[config.mk]
export PLATFORM = sky130hd
export DESIGN_NAME = wb_master_arbiter
export DESIGN_NICKNAME = d
export VERILOG_FILES = /design/src/rtl/wb_master_arbiter_pkg.sv /design/src/rtl/wb_master_arbiter_rr_picker.sv /design/src/rtl/wb_master_arbiter.sv
export SDC_FILE = /design/constraint.sdc
export NUM_CORES = 1
export LEC_CHECK = 0
export CORE_AREA = 2 2 133 135
export CTS_BUF_LIST = sky130_fd_sc_hd__clkbuf_2
export DETAILED_ROUTE_END_ITERATION = 16
export DIE_AREA = 0 0 135 137
export PLACE_DENSITY = 0.57
export SLEW_MARGIN = 5
export SYNTH_ARGS = -nofsm -noshare
export SYNTH_HDL_FRONTEND = slang
export SYNTH_SLANG_ARGS = --single-unit
[constraint.sdc]
create_clock -name clk_i -period 2.19 [get_ports clk_i]
set_input_delay 0.438 -clock clk_i [delete_from_list [all_inputs] [get_ports clk_i]]
set_output_delay 0.438 -clock clk_i [all_outputs]
set_load 0.05 [all_outputs]
[src/rtl/wb_master_arbiter_pkg.sv]
// -----------------------------------------------------------------------------
// wb_master_arbiter_pkg
// Shared Wishbone B4 types and constants for the master-side arbiter:
//   - wb_master_t / wb_slave_t : request and response bundles
//   - WB_CTI_* / WB_BTE_*      : cycle-type and burst-type encodings
//   - wb_arb_state_e           : arbiter FSM states
//   - WB_ARB_NUM_MASTERS       : default number of requesters
//   - wb_arb_wrap_inc()        : modulo-n increment for the round-robin pointer
// -----------------------------------------------------------------------------
package wb_master_arbiter_pkg;

    localparam int WB_ARB_NUM_MASTERS = 2;

    localparam logic [2:0] WB_CTI_CLASSIC = 3'b000;
    localparam logic [2:0] WB_CTI_CONST   = 3'b001;
    localparam logic [2:0] WB_CTI_INCR    = 3'b010;
    localparam logic [2:0] WB_CTI_EOB     = 3'b111;

    localparam logic [1:0] WB_BTE_LINEAR  = 2'b00;
    localparam logic [1:0] WB_BTE_WRAP4   = 2'b01;
    localparam logic [1:0] WB_BTE_WRAP8   = 2'b10;
    localparam logic [1:0] WB_BTE_WRAP16  = 2'b11;

    typedef struct packed {
        logic        cyc;
        logic        stb;
        logic        we;
        logic [31:0] adr;
        logic [31:0] dat;
        logic [3:0]  sel;
        logic [2:0]  cti;
        logic [1:0]  bte;
    } wb_master_t;

    typedef struct packed {
        logic        ack;
        logic        err;
        logic        rty;
        logic        stall;
        logic [31:0] dat;
    } wb_slave_t;

    typedef enum logic [1:0] {
        IDLE         = 2'd0,
        BUSY         = 2'd1,
        TIMEOUT      = 2'd2,
        WAIT_RELEASE = 2'd3
    } wb_arb_state_e;

    // Request side driven toward the interconnect when nobody owns the bus.
    localparam wb_master_t WB_M_IDLE = '{
        cyc: 1'b0, stb: 1'b0, we: 1'b0, adr: 32'h0, dat: 32'h0,
        sel: 4'h0, cti: WB_CTI_CLASSIC, bte: WB_BTE_LINEAR
    };

    // Response seen by any master that does not own the bus.
    localparam wb_slave_t WB_S_IDLE = '{
        ack: 1'b0, err: 1'b0, rty: 1'b0, stall: 1'b1, dat: 32'h0
    };

    // Next round-robin position after idx, wrapping at n.
    function automatic int wb_arb_wrap_inc(input int idx, input int n);
        if (idx + 1 >= n) begin
            return 0;
        end else begin
            return idx + 1;
        end
    endfunction

endpackage

[src/rtl/wb_master_arbiter_rr_picker.sv]
// -----------------------------------------------------------------------------
// wb_rr_picker
// Combinational round-robin selector: returns the first requester at or
// after ptr_i (modulo N), both one-hot and encoded.
// Ports:
//   req_i   [N]      request vector
//   ptr_i   [IDX_W]  round-robin start position
//   gnt_o   [N]      one-hot winner (zero when no request)
//   idx_o   [IDX_W]  encoded winner (zero when no request)
//   valid_o          at least one request present
// -----------------------------------------------------------------------------
module wb_rr_picker #(
    parameter int N     = 2,
    parameter int IDX_W = 1
) (
    input  logic [N-1:0]     req_i,
    input  logic [IDX_W-1:0] ptr_i,
    output logic [N-1:0]     gnt_o,
    output logic [IDX_W-1:0] idx_o,
    output logic             valid_o
);

    int               c_s;
    logic [IDX_W-1:0] cidx_s;

    // Scan N positions starting at ptr_i; the first hit wins.
    always_comb begin
        gnt_o   = '0;
        idx_o   = '0;
        valid_o = 1'b0;
        c_s     = 0;
        cidx_s  = '0;
        for (int k = 0; k < N; k++) begin
            c_s    = (int'(ptr_i) + k) % N;
            cidx_s = IDX_W'(c_s);
            if (!valid_o && req_i[cidx_s]) begin
                valid_o       = 1'b1;
                gnt_o[cidx_s] = 1'b1;
                idx_o         = cidx_s;
            end else begin
                valid_o = valid_o;
            end
        end
    end

endmodule

[src/rtl/wb_master_arbiter.sv]
// -----------------------------------------------------------------------------
// wb_master_arbiter
// Shares one Wishbone B4 pipelined master port among NUM_MASTERS requesters.
// Round-robin, registered grant, held for the whole cyc so bursts and
// outstanding pipelined beats are never split. At least one IDLE cycle
// separates consecutive grants.
// Optional bus watchdog: compile with WB_ARB_TIMEOUT_EN to abort a cycle
// that sees no ack for TIMEOUT_CYCLES busy cycles.
// Ports:
//   clk_i, rst_i   clock, synchronous active-high reset
//   wb_m_i[N]      requests from the masters
//   wb_s_o[N]      responses to the masters
//   wb_m_o         muxed request to the interconnect
//   wb_s_i         response from the interconnect
//   grant_o[N]     registered one-hot grant, zero when idle
//   busy_o         registered, high whenever the FSM is not IDLE
// -----------------------------------------------------------------------------
module wb_master_arbiter
    import wb_master_arbiter_pkg::*;
#(
    parameter int NUM_MASTERS    = WB_ARB_NUM_MASTERS,
    parameter int TIMEOUT_CYCLES = 256
) (
    input  logic                         clk_i,
    input  logic                         rst_i,
    input  wb_master_t [NUM_MASTERS-1:0] wb_m_i,
    output wb_slave_t  [NUM_MASTERS-1:0] wb_s_o,
    output wb_master_t                   wb_m_o,
    input  wb_slave_t                    wb_s_i,
    output logic       [NUM_MASTERS-1:0] grant_o,
    output logic                         busy_o
);

    localparam int IDX_W = (NUM_MASTERS > 1) ? $clog2(NUM_MASTERS) : 1;

    wb_arb_state_e          state_q, state_d;
    logic [NUM_MASTERS-1:0] grant_q, grant_d;
    logic [IDX_W-1:0]       gidx_q, gidx_d;
    logic [IDX_W-1:0]       rr_ptr_q, rr_ptr_d;
    logic                   busy_q, busy_d;

    logic [NUM_MASTERS-1:0] req_s;
    logic [NUM_MASTERS-1:0] pick_gnt_s;
    logic [IDX_W-1:0]       pick_idx_s;
    logic                   pick_valid_s;
    logic                   g_cyc_s;
    logic [IDX_W-1:0]       next_ptr_s;

`ifdef WB_ARB_TIMEOUT_EN
    localparam int CNT_W = $clog2(TIMEOUT_CYCLES) + 1;
    logic [CNT_W-1:0] tmo_cnt_q, tmo_cnt_d;
`endif

    for (genvar gi = 0; gi < NUM_MASTERS; gi++) begin : g_req
        assign req_s[gi] = wb_m_i[gi].cyc;
    end

    wb_rr_picker #(
        .N     (NUM_MASTERS),
        .IDX_W (IDX_W)
    ) u_picker (
        .req_i   (req_s),
        .ptr_i   (rr_ptr_q),
        .gnt_o   (pick_gnt_s),
        .idx_o   (pick_idx_s),
        .valid_o (pick_valid_s)
    );

    assign g_cyc_s    = wb_m_i[gidx_q].cyc;
    assign next_ptr_s = IDX_W'(wb_arb_wrap_inc(int'(gidx_q), NUM_MASTERS));

    // Next-state, grant and pointer computation.
    always_comb begin
        state_d  = state_q;
        grant_d  = grant_q;
        gidx_d   = gidx_q;
        rr_ptr_d = rr_ptr_q;
`ifdef WB_ARB_TIMEOUT_EN
        tmo_cnt_d = tmo_cnt_q;
`endif
        case (state_q)
            IDLE: begin
                if (pick_valid_s) begin
                    state_d = BUSY;
                    grant_d = pick_gnt_s;
                    gidx_d  = pick_idx_s;
`ifdef WB_ARB_TIMEOUT_EN
                    tmo_cnt_d = '0;
`endif
                end else begin
                    state_d = IDLE;
                end
            end
            BUSY: begin
                // Owner dropping cyc is the only release point.
                if (!g_cyc_s) begin
                    state_d  = IDLE;
                    grant_d  = '0;
                    rr_ptr_d = next_ptr_s;
                end else begin
`ifdef WB_ARB_TIMEOUT_EN
                    if (wb_s_i.ack) begin
                        tmo_cnt_d = '0;
                    end else if (tmo_cnt_q == CNT_W'(TIMEOUT_CYCLES - 1)) begin
                        state_d   = TIMEOUT;
                        tmo_cnt_d = '0;
                    end else begin
                        tmo_cnt_d = tmo_cnt_q + CNT_W'(1);
                    end
`else
                    state_d = BUSY;
`endif
                end
            end
`ifdef WB_ARB_TIMEOUT_EN
            TIMEOUT: begin
                state_d = WAIT_RELEASE;
            end
            WAIT_RELEASE: begin
                if (!g_cyc_s) begin
                    state_d  = IDLE;
                    grant_d  = '0;
                    rr_ptr_d = next_ptr_s;
                end else begin
                    state_d = WAIT_RELEASE;
                end
            end
`endif
            default: begin
                state_d = IDLE;
                grant_d = '0;
            end
        endcase
        busy_d = (state_d != IDLE);
    end

    // FSM and registered status outputs.
    always_ff @(posedge clk_i) begin
        if (rst_i) begin
            state_q  <= IDLE;
            grant_q  <= '0;
            gidx_q   <= '0;
            rr_ptr_q <= '0;
            busy_q   <= 1'b0;
`ifdef WB_ARB_TIMEOUT_EN
            tmo_cnt_q <= '0;
`endif
        end else begin
            state_q  <= state_d;
            grant_q  <= grant_d;
            gidx_q   <= gidx_d;
            rr_ptr_q <= rr_ptr_d;
            busy_q   <= busy_d;
`ifdef WB_ARB_TIMEOUT_EN
            tmo_cnt_q <= tmo_cnt_d;
`endif
        end
    end

    // Bus muxing: the owner is wired straight through while BUSY so the
    // pipelined protocol keeps its zero-latency stall/ack behaviour.
    always_comb begin
        wb_m_o = WB_M_IDLE;
        wb_s_o = {NUM_MASTERS{WB_S_IDLE}};
        case (state_q)
            BUSY: begin
                wb_m_o         = wb_m_i[gidx_q];
                wb_s_o[gidx_q] = wb_s_i;
                // A releasing master must not leave a dangling strobe.
                if (!g_cyc_s) begin
                    wb_m_o.stb = 1'b0;
                end else begin
                    wb_m_o.stb = wb_m_i[gidx_q].stb;
                end
            end
`ifdef WB_ARB_TIMEOUT_EN
            TIMEOUT: begin
                wb_s_o[gidx_q].err = 1'b1;
            end
`endif
            default: begin
                wb_m_o = WB_M_IDLE;
            end
        endcase
    end

    assign grant_o = grant_q;
    assign busy_o  = busy_q;

endmodule

==> results.tsv <==
stage	metric	value	unit
logic_synthesis	register area share after synthesis	0.05249	
grt	antenna violations before repair	0	
logic_synthesis	post-synth cell types	28	
sta	TNS Setup	0	ns
detailed_routing	Routed Antenna Nets	0	
logic_synthesis	main flop type after synthesis	dfxtp_1	
die	die area	0.01850	sq mm
grt	first-pass GRT wire length	18420	microns
detailed_routing	# DRC	0	
die	Initial Util	0.1118	
sta	Relative slew margins	0.6451	
logic_synthesis	Async SR Flop Fraction	0	
sta	Final setup viols	0	
grt	vias in the first global route	3379	
clock_tree	CTS max path bufs	2	
worst_hold_path	hold crit path type	flip-flop to flip-flop	
grt	pin count of the biggest net entering global routing	62	
detailed_routing	wire length per cell	15.43	microns
setup_path	crit path kind	input pin to output pin	
detailed_routing	total number of vias	3270	
clock_tree	cts hold-fix bufs	0	
setup_path	Top delay family on crit path	buffers and inverters	
die	Die Wd	135	microns
detailed_routing	Pre-antenna DRT Iters	4	
layout	area occupied by multi-input gates	0.001738	sq mm
status	outcome	finished, final reports clean	
clock_tree	Clk Tree Root Cell	clkbuf_2	
setup_path	critical path launch point type	input pin	
detailed_routing	final WL	12770	microns
logic_synthesis	FF+latch count, synth	5	
sta	fin. max-slew vios	0	
logic_synthesis	Post-Syn Instances	279	
setup_path	crit-path max cell delay	0.43	ns
setup_path	CP Max Fanout	4	
setup_path	CP max stage cell	clkdlybuf4s50_1	
sta	post-route minimum period	2.081	ns
placement	Post-DP HPWL	10840	microns
layout	layout cell share with drive strength beyond 1	0.3449	
layout	Layout Nets	794	
placement	Port Buffer Count	340	
clock_tree	clock latency on the worst-skew pair	0.22	ns
power_and_ir_drop	PD cells	308.2	mW/mm^2
sta	final hold vios	0	
logic_synthesis	EDFF count, synth	0	
sta	worst slew pin tran	0.5306	ns
logic_synthesis	area of the mapped netlist	0.001907	sq mm
grt	total track usage	0.1242	
sta	Tcrit/Tclk final	0.9500	
sta	RSZ-0062 raised after global routing	no	
detailed_routing	drt first-iter violations	103	
job	Maximum Capacitance Violations	0	
setup_path	crit-path cells	clkdlybuf4s50_1, mux2_4, and2_4, nor2b_4, buf_12	
power_and_ir_drop	overall power	2.191	mW
die	core area	0.01706	sq mm
die	Ports	341	
worst_hold_path	worst hold stages	2	
die	Die Ht	137	microns
sta	Worst Skew	0.006735	ns
setup_path	Worst Path Buf+Inv	2	
clock_tree	CTS Sinks	5	
clock_tree	CTS clk-pin slew, worst paths	0.05	ns
power_and_ir_drop	Max VDD drop	0.2176	mV
worst_hold_path	hold path start	grant_o[0]$_SDFFE_PP0P_	
detailed_routing	Via density	3.949	
logic_synthesis	Warnings, synthesis	0	
clock_tree	H-Tree Depth	1	
layout	area delta synth->final	272.8	%
placement	Placer Congestion	0.8876	
setup_path	R2R Path Start	busy_o$_SDFF_PP0_	
setup_path	WP data arrival	1.64	ns
setup_path	WP data required	1.75	ns
layout	register area	103.9	sq um
logic_synthesis	Synth Area per Inst	6.835	sq um
setup_path	Reg2Reg Depth	4	
clock_tree	Inserted Clock Buffers	3	
sta	f_max	480.6	MHz
setup_path	FF-to-FF End	grant_o[1]$_SDFFE_PP0P_	
layout	Filler Cell Count	1593	
layout	# diodes	0	
sta	Worst Slack Setup Final	0.1095	ns
setup_path	kind of end point of the critical path	output pin	
layout	Finished Core Util	0.4168	
worst_hold_path	hold path endpoint	grant_o[0]$_SDFFE_PP0P_	
setup_path	Worst R2R Setup Slack	1.00	ns
clock_tree	CTS tree	built	
power_and_ir_drop	Static Leak	2.804	nW
die	Core Rows	48	
logic_synthesis	syn_nets	469	
placement	DP Worst Slack	0.09911	ns
grt	Remaining Overflow, GRT	0	
## layout make-up
type,count,area share
Timing Repair Buffer,347,0.6973
Inverter,2,0.001232
Multi-Input combinational cell,245,0.2445
Tap cell,225,0.03960
Sequential cell,5,0.01461
Clock buffer,4,0.002816
## power breakdown
part / internal (mW) / switching, mW
Sequential: 0.0994 / 0.0145
Clock: 0.0483 / 0.0360
Combinational: 1.01 / 0.985
## metrics by stage
stage          cell area, sq um  hold WS [ns]  std cells
3_3_place_gp               7078        0.4907        823
6_report                   7109        0.4943        828
4_1_cts                    7098        0.5011        827
3_5_place_dp               7078        0.4914        823
5_1_grt                    7109        0.5148        828
2_1_floorplan              2007        0.4738        279
## synth_stat cells, types with 2 or more instances
master	n	share of area
nor2_1	77	0.15
mux2i_1	75	0.39
and2_1	35	0.11
and3_1	35	0.11
buf_2	7	0.018
buf_6	5	0.030
clkbuf_2	5	0.013
dfxtp_1	5	0.052
buf_1	4	0.0079
buf_4	4	0.016
nand3_1	4	0.010
clkbuf_1	3	0.0059
a21oi_1	2	0.0052
a31oi_1	2	0.0066
nand2_1	2	0.0039
o21ai_0	2	0.0052
## repair_timing
action / CTS / global route
buffers inserted: 0 / 0
setup endpoints to repair: 0 / 24
resized for setup: 0 / 1
## cell families (layout without fill, tap and decap cells)
kind of cell           count (synthesis)  in the layout  share of synthesized area
muxes                                 76             76                     0.4016
buffers and inverters                 30            353                    0.09448
AOI/OAI and AO/OA                      8              8                    0.02494
DFF                                    5              5                    0.05250
and+or+nand+nor                      160            161                     0.4265
## registers in the layout (all words and copies together), names as in the netlist
| name | cells |
|---|---|
| grant_o | 2 |
| busy_o | 1 |
| gidx_q | 1 |
| rr_ptr_q | 1 |
## placed cells by master (no fill, tap or decap), types with 4 or more instances in the layout
master,synthesis,final
and2_1,35,35
dfxtp_1,5,4
and3_1,35,35
buf_12,0,150
clkbuf_2,5,4
nor2_1,77,37
nand3_1,4,4
buf_4,4,7
nor2_2,0,40
clkdlybuf4s50_1,0,190
mux2i_1,75,75
## layer usage
layer,part of all wire,vias to the layer above,track usage
met5,0,-,0
met4,0.0081,0,0.01563
met3,0.098,8,0.03778
met2,0.56,183,0.2530
met1,0.33,1491,0.1263
li1,-,1588,-
## worst max-delay path by stage
stage | slack, ns | start | depth (start not counted) | to
2_1_floorplan | -0.16 | busy_o$_SDFF_PP0_ | 4 | wb_m_o[44]
3_3_place_gp | 0.1 | wb_m_i[75] | 5 | wb_m_o[74]
3_5_place_dp | 0.1 | wb_m_i[151] | 5 | wb_m_o[74]
4_1_cts | 0.07 | busy_o$_SDFF_PP0_ | 4 | wb_s_o[4]
5_1_grt | 0.03 | gidx_q$_SDFFE_PP0P_ | 4 | wb_m_o[74]
6_report | 0.11 | wb_m_i[151] | 5 | wb_m_o[74]
## worst reg2reg max path: cells and delay by family, from the launching register on
kind	cells	cell delay, ns
compound gates	2	0.39
buf+inv	2	0.41
flops	1	0.31
Note: power is estimated with default switching activity, not from simulation.
